$ cat config.mk
export PLATFORM = sky130hd
export DESIGN_NAME = risc_control_fsm
export DESIGN_NICKNAME = d
export VERILOG_FILES = /design/src/rtl/risc_control_fsm.sv
export SDC_FILE = /design/constraint.sdc
export NUM_CORES = 1
export LEC_CHECK = 0
export CAP_MARGIN = 10
export CORE_MARGIN = 2
export CORE_UTILIZATION = 56
export CTS_BUF_LIST = sky130_fd_sc_hd__clkbuf_8 sky130_fd_sc_hd__clkbuf_16
export CTS_CLUSTER_SIZE = 16
export DETAILED_ROUTE_END_ITERATION = 8
export DONT_BUFFER_PORTS = 1
export GPL_TIMING_DRIVEN = 0
export PLACE_DENSITY = 0.86
export SYNTH_ARGS = -nofsm -noshare
export SYNTH_HDL_FRONTEND = slang
export SYNTH_SLANG_ARGS = --single-unit
$ cat constraint.sdc
create_clock -name i_clk -period 1.3 [get_ports i_clk]
set_input_delay 0.13 -clock i_clk [delete_from_list [all_inputs] [get_ports i_clk]]
set_output_delay 0.13 -clock i_clk [all_outputs]
set_load 0.02 [all_outputs]
$ cat src/rtl/risc_control_fsm.sv
// rtl/risc_control_fsm.sv - multicycle control unit for the 16-bit RISC datapath
// Only the state is registered; every control output is decoded from state, IR and status inputs.
module risc_control_fsm (
    input  logic       i_clk,
    input  logic       i_reset,
    input  logic [15:0] i_instr,
    input  logic       i_alu_zero,
    input  logic       i_flag_c,
    input  logic       i_flag_z,
    input  logic       i_mem_ready,
    output logic       o_ir_we,
    output logic       o_pc_we,
    output logic       o_a_we,
    output logic       o_b_we,
    output logic       o_t1_we,
    output logic       o_rf_we,
    output logic       o_c_we,
    output logic       o_z_we,
    output logic       o_mem_rd,
    output logic       o_mem_wr,
    output logic       o_addr_sel,
    output logic [1:0] o_alu_a_sel,
    output logic [1:0] o_alu_b_sel,
    output logic [1:0] o_alu_op,
    output logic [1:0] o_rf_wa_sel,
    output logic [1:0] o_rf_wd_sel,
    output logic [1:0] o_pc_sel,
    output logic       o_instr_done,
    output logic       o_halted,
    output logic [3:0] o_state
);

    typedef enum logic [3:0] {
        ST_FETCH   = 4'd0,
        ST_DECODE  = 4'd1,
        ST_EXEC_R  = 4'd2,
        ST_EXEC_I  = 4'd3,
        ST_WB      = 4'd4,
        ST_LHI     = 4'd5,
        ST_ADDR    = 4'd6,
        ST_MEM_RD  = 4'd7,
        ST_MEM_WR  = 4'd8,
        ST_BR_CMP  = 4'd9,
        ST_BR_TAKE = 4'd10,
        ST_JUMP    = 4'd11,
        ST_HALT    = 4'd15
    } state_t;

    localparam logic [3:0] OP_ADD  = 4'b0000;
    localparam logic [3:0] OP_ADI  = 4'b0001;
    localparam logic [3:0] OP_NDU  = 4'b0010;
    localparam logic [3:0] OP_LHI  = 4'b0011;
    localparam logic [3:0] OP_LW   = 4'b0100;
    localparam logic [3:0] OP_SW   = 4'b0101;
    localparam logic [3:0] OP_JAL  = 4'b1000;
    localparam logic [3:0] OP_JLR  = 4'b1001;
    localparam logic [3:0] OP_BEQ  = 4'b1100;
    localparam logic [3:0] HALT_OP = 4'hF;

    localparam logic [1:0] ALU_ADD  = 2'd0;
    localparam logic [1:0] ALU_NAND = 2'd1;
    localparam logic [1:0] ALU_SUB  = 2'd2;

    state_t     r_state;
    state_t     w_next;
    logic [3:0] w_opcode;
    logic       w_cond_ok;

    assign w_opcode = i_instr[15:12];
    assign o_state  = r_state;

    // ADD/NDU predication: 00 always, 10 on carry, 01 on zero, 11 never.
    always_comb begin
        case (i_instr[1:0])
            2'b00:   w_cond_ok = 1'b1;
            2'b10:   w_cond_ok = i_flag_c;
            2'b01:   w_cond_ok = i_flag_z;
            default: w_cond_ok = 1'b0;
        endcase
    end

    always_ff @(posedge i_clk) begin
        if (i_reset) begin
            r_state <= ST_FETCH;
        end else begin
            r_state <= w_next;
        end
    end

    always_comb begin
        w_next       = r_state;
        o_ir_we      = 1'b0;
        o_pc_we      = 1'b0;
        o_a_we       = 1'b0;
        o_b_we       = 1'b0;
        o_t1_we      = 1'b0;
        o_rf_we      = 1'b0;
        o_c_we       = 1'b0;
        o_z_we       = 1'b0;
        o_mem_rd     = 1'b0;
        o_mem_wr     = 1'b0;
        o_addr_sel   = 1'b0;
        o_alu_a_sel  = 2'd0;
        o_alu_b_sel  = 2'd0;
        o_alu_op     = ALU_ADD;
        o_rf_wa_sel  = 2'd0;
        o_rf_wd_sel  = 2'd0;
        o_pc_sel     = 2'd0;
        o_instr_done = 1'b0;
        o_halted     = 1'b0;

        if (!i_reset) begin
            case (r_state)
                ST_FETCH: begin
                    o_mem_rd = 1'b1;
                    if (i_mem_ready) begin
                        o_ir_we     = 1'b1;
                        o_pc_we     = 1'b1;
                        o_alu_b_sel = 2'd1;
                        w_next      = ST_DECODE;
                    end
                end
                ST_DECODE: begin
                    o_a_we = 1'b1;
                    o_b_we = 1'b1;
                    case (w_opcode)
                        OP_ADD, OP_NDU: begin
                            if (w_cond_ok) begin
                                w_next = ST_EXEC_R;
                            end else begin
                                w_next       = ST_FETCH;
                                o_instr_done = 1'b1;
                            end
                        end
                        OP_ADI:         w_next = ST_EXEC_I;
                        OP_LHI:         w_next = ST_LHI;
                        OP_LW, OP_SW:   w_next = ST_ADDR;
                        OP_BEQ:         w_next = ST_BR_CMP;
                        OP_JAL, OP_JLR: w_next = ST_JUMP;
                        HALT_OP:        w_next = ST_HALT;
                        default: begin
                            w_next       = ST_FETCH;
                            o_instr_done = 1'b1;
                        end
                    endcase
                end
                ST_EXEC_R: begin
                    o_alu_a_sel = 2'd1;
                    o_t1_we     = 1'b1;
                    o_z_we      = 1'b1;
                    if (w_opcode == OP_NDU) begin
                        o_alu_op = ALU_NAND;
                    end else begin
                        o_c_we = 1'b1;
                    end
                    w_next = ST_WB;
                end
                ST_EXEC_I: begin
                    o_alu_a_sel = 2'd1;
                    o_alu_b_sel = 2'd2;
                    o_t1_we     = 1'b1;
                    o_c_we      = 1'b1;
                    o_z_we      = 1'b1;
                    w_next      = ST_WB;
                end
                ST_WB: begin
                    o_rf_we      = 1'b1;
                    o_rf_wa_sel  = (w_opcode == OP_ADI) ? 2'd1 : 2'd0;
                    o_instr_done = 1'b1;
                    w_next       = ST_FETCH;
                end
                ST_LHI: begin
                    o_rf_we      = 1'b1;
                    o_rf_wd_sel  = 2'd2;
                    o_rf_wa_sel  = 2'd2;
                    o_instr_done = 1'b1;
                    w_next       = ST_FETCH;
                end
                ST_ADDR: begin
                    o_alu_a_sel = 2'd2;
                    o_alu_b_sel = 2'd2;
                    o_t1_we     = 1'b1;
                    w_next      = (w_opcode == OP_LW) ? ST_MEM_RD : ST_MEM_WR;
                end
                ST_MEM_RD: begin
                    o_mem_rd   = 1'b1;
                    o_addr_sel = 1'b1;
                    if (i_mem_ready) begin
                        o_rf_we      = 1'b1;
                        o_rf_wd_sel  = 2'd1;
                        o_rf_wa_sel  = 2'd2;
                        o_instr_done = 1'b1;
                        w_next       = ST_FETCH;
                    end
                end
                ST_MEM_WR: begin
                    o_mem_wr   = 1'b1;
                    o_addr_sel = 1'b1;
                    if (i_mem_ready) begin
                        o_instr_done = 1'b1;
                        w_next       = ST_FETCH;
                    end
                end
                ST_BR_CMP: begin
                    o_alu_a_sel = 2'd1;
                    o_alu_op    = ALU_SUB;
                    if (i_alu_zero) begin
                        w_next = ST_BR_TAKE;
                    end else begin
                        o_instr_done = 1'b1;
                        w_next       = ST_FETCH;
                    end
                end
                ST_BR_TAKE: begin
                    // PC already points past the branch, so the offset is relative to PC+1.
                    o_alu_b_sel  = 2'd2;
                    o_pc_we      = 1'b1;
                    o_instr_done = 1'b1;
                    w_next       = ST_FETCH;
                end
                ST_JUMP: begin
                    o_rf_we     = 1'b1;
                    o_rf_wd_sel = 2'd3;
                    o_rf_wa_sel = 2'd2;
                    o_pc_we     = 1'b1;
                    if (w_opcode == OP_JLR) begin
                        o_pc_sel = 2'd2;
                    end else begin
                        o_alu_b_sel = 2'd3;
                    end
                    o_instr_done = 1'b1;
                    w_next       = ST_FETCH;
                end
                ST_HALT: begin
                    o_halted = 1'b1;
                end
                default: begin
                    w_next = ST_FETCH;
                end
            endcase
        end
    end

endmodule

==> impl_metrics.ini, run 1 <==
[run_status]
run_status = did not finish
haltStage = 4_1_cts
tool.error = [ERROR DPL-0038] Utilization greater than 100%, impossible to legalize

[yosys]
synth_compound_area_frac = 0.335
yosys_warnings = 0
syn-cell-area_um2 = 840
synth-simple-area-share = 0.428
synth_cells = 131
synth_cell_types = 43
synthDominantAreaCellType = dfxtp_1
synth.ff_latch_count = 4
synth.yosys.seq_area_share = 0.0954
post_synth_main_area_contributors = dfxtp_1 9.5%, nand2_1 6.7%, a21oi_1 5.4%, nor2_1 5.4%, nor3_1 4.8%
postSynth.asyncResetShare = 0
synth_area_in_xor_xnor = 0.0209
synth-edff-count = 0
synth-main-ff-cell = dfxtp_1
synth.mux.area_fraction = 0
synth_area_per_cell_um2 = 6.41
synth_largest_type_area_fraction = 0.0954
synth_adder_area_share = 0
synth_top_family_by_area = simple AND/OR/NAND/NOR gates
synth_fp_nets = 153

[cts]
clock_sink_count = 4
cts_resized = 51
ctsLongestPathBuffers = 2
cts_setup_buffers = 27
cts-htree-levels = 1
post_cts_hold_buffer_count = 0
cts-root-buf = clkbuf_8
cts_made_buffers = 3

[placement]
placement.io_buffers = 0
hpwlAfterDp_um = 1930
gp_congestion = 0.941

[die]
width_of_the_die_um = 42.7
num_io_pins = 51
placement_rows = 13
die_height_um = 42.7
initial_core_util = 0.622
==> per-stage QoR <==
step	utilization	instances	setup slack (ps)	hold WS (ps)	instance area [µm²]
floorplan	-	131	-160	297	1020
global placement	0.767	146	-301	305	1040
detailed placement	0.767	146	-300	305	1040
==> Yosys cell counts (4+ instances only) <==
library cell / count
nand2_1: 15
nor2_1: 12
a21oi_1: 9
nor3_1: 8
inv_1: 7
buf_2: 6
nor2b_1: 5
o21ai_0: 5
a211oi_1: 4
clkbuf_1: 4
dfxtp_1: 4
==> logic make-up after synthesis <==
family | count (synthesis)
AOI/OAI and AO/OA | 38
xor gates and xnor gates | 2
buffers and inverters | 21
DFF | 4
other | 1
and+or+nand+nor | 65
==> run 2: changes to the inputs <==
CORE_AREA = 2 2 63 65   (was default)
CORE_MARGIN = default   (was 2)
CORE_UTILIZATION = default   (was 56)
CTS_BUF_LIST = default   (was sky130_fd_sc_hd__clkbuf_8 sky130_fd_sc_hd__clkbuf_16)
CTS_CLUSTER_SIZE = default   (was 16)
DIE_AREA = 0 0 65 67   (was default)
PLACE_DENSITY = default   (was 0.86)
PLACE_DENSITY_LB_ADDON = 0.15   (was default)
clock period = 1.7 ns   (was 1.3 ns; I/O delays follow)
==> impl_metrics.ini, run 2 <==
[run_status]
run_status = complete, but fails checks
violations = negative setup slack

[yosys]
synth-main-ff-cell = dfxtp_1
synth_largest_type_area_fraction = 0.0954
synthMostInstantiatedCell = nand2_1
synth-edff-count = 0
synth.ff_latch_count = 4
synth_fp_nets = 153
synth_cell_types = 43
synth_top_cells_by_count = 15 x nand2_1, 12 x nor2_1, 9 x a21oi_1
synthDominantAreaCellType = dfxtp_1
synth.yosys.seq_area_share = 0.0954
postSynth.asyncResetShare = 0
synth_area_per_cell_um2 = 6.41
post_synth_main_area_contributors = dfxtp_1 9.5%, nand2_1 6.7%, a21oi_1 5.4%, nor2_1 5.4%, nor3_1 4.8%
yosys_warnings = 0
syn-cell-area_um2 = 840
synth_cells = 131

[job]
maxCapViolations = 0

[setup_path]
cp.required_ps = 1530
crit_path_max_fanout = 7
worst_flop_to_flop_path_startpoint = o_state[2]
worst-endpoint-arrival_ps = 1680
worstSetupStartpointType = flop
cp-end-kind = output pin
crit_path_start = o_state[3]
crit_path_category = flop to output pin

[timing]
postLayoutSetupSlackWorst_ps = -151
slew-limit-headroom = 0.377
setup_tns_ps = -414
final-setup-viol-count = 5
period_needed_ps = 1850
worst_clock_skew_ps = 1.26
timing.final.crit_share = 1.09
rsz_0062_raised_after_global_routing = true
final_max_slew_viol_count = 0
achievable-frequency_ghz = 0.540
timing_hold_violations_final = 0
worst_slew_pin_slew_ps = 935

[global_route]
first_global_vias = 1029
grt_max_degree = 11
initial_antenna_violation_count = 0
globalRoute.totalOverflow = 0
gr-usage-all-layers = 0.154
wire_length_of_the_first_global_routing_pass_um = 5080

[cells_and_area]
fin_nets = 164
drive_above_1_share = 0.400
largest_reg_flops = 4
layout.cells.most_common = nand2_1
final_core_utilization = 0.338
fillerInstances = 406
layout.area.seq_um2 = 95.1
commonest_cells_after_routing_fill_and_taps_aside = 14 x nand2_1, 10 x nor2_1, 7 x buf_4
n_antenna_cell = 0
syn2layout_area_growth_pct = 45.0
multiInputGateArea_um2 = 835

[die]
die_height_um = 67
placement_rows = 22
num_io_pins = 51
core_area_um2 = 3610
initial_core_util = 0.233
floorplan.die_area_um2 = 4360
width_of_the_die_um = 65

[cts]
clock_sink_count = 4
cts-htree-levels = 1
cts-root-buf = clkbuf_8
clock_tree_from_tritoncts = done
register_clock_pin_slew_on_the_reported_worst_setup_and_hold_paths_ps = 30
ctsLongestPathBuffers = 2
post_cts_hold_buffer_count = 0
cts_made_buffers = 3
clock_insertion_delay_worst_skew_ps = 220

[detailed_routing]
count_of_tritonroute_iterations_in_the_first_routing_pass = 4
route.detailed.drc = 0
num_vias = 1048
detail_route.wirelength_um = 3240
drtAntennaViolNets = 0
post_drt_via_cell_ratio = 5.57
routed_wire_length_per_instance_um = 17.2
dr.first_iter.drc_count = 95

[worst_hold_path]
worstHoldPathType = input pin to flop
min-delay-start = i_reset

[power]
power_density_nw_per_um2 = 559
max-vdd-ir-drop_mv = 0.173
p_leak_nw = 0.436

[placement]
gp_congestion = 0.813
hpwlAfterDp_um = 2320
place_worst_setup_slack_ps = -367
placement.io_buffers = 0
run 2: cells by family (layout without fill, tap and decap cells):
group / Yosys count / in the layout / share of synthesized area
AND/OR/NAND/NOR: 65 / 65 / 0.428
buffers and inverters: 21 / 30 / 0.116
other: 1 / 1 / 0.00447
AO/OA/AOI/OAI: 38 / 38 / 0.335
flip-flops: 4 / 4 / 0.0954
XOR/XNOR: 2 / 2 / 0.0209
run 2: layout make-up:
cell class | count | share of cell area
clock buffers | 3 | 0.0339
inverters | 8 | 0.0247
flip-flops and latches | 4 | 0.0781
plain buffers | 13 | 0.0966
well taps | 48 | 0.0493
multi-input cells | 106 | 0.686
repair buffers | 6 | 0.0319
run 2: path summary, 6_finish.rpt:
| path | to | slack [ps] | depth (start not counted) |
|---|---|---|---|
| min | o_state[0] | 160 | 2 |
| max | o_instr_done | -150 | 5 |
| min reg2reg | o_state[3] | 710 | 3 |
| max reg2reg | o_state[2] | 170 | 4 |
run 2: stage by stage:
stage          instances  power [mW]  hold WS (ps)  cell area, µm²
3_5_place_dp         179       0.403           386             932
3_3_place_gp         179       0.401           386             932
5_1_grt              188       0.717           154            1220
2_1_floorplan        131       0.348           350             872
4_1_cts              188       0.667           154            1180
6_report             188       0.680           161            1220
run 2: timing repair:
item,CTS,global route
pin swaps,6,4
endpoints found under the setup margin,27,11
buffers inserted,6,0
gates cloned,0,0
resized for setup,50,7
run 2: layer usage:
metal,track usage,routed length [µm],up-vias
met2,0.249,1540,56
met3,0.0338,282,9
met4,0.0771,88,0
met1,0.191,1330,484
li1,-,-,499
met5,0,0,-
run 2: critical path: stages (launching register included):
cell and delay, ps:
dfxtp_4 380, buf_8 140, nor2b_2 270, nand2_1 230, o221ai_1 180, a32o_2 260
run 2: where the power goes:
part           leakage, nW  switching [mW]  internal (mW)
Sequential          0.0356          0.0215          0.103
Combinational        0.379           0.225          0.133
Clock               0.0216          0.0470          0.151
Power figures use the tool's default switching activity.
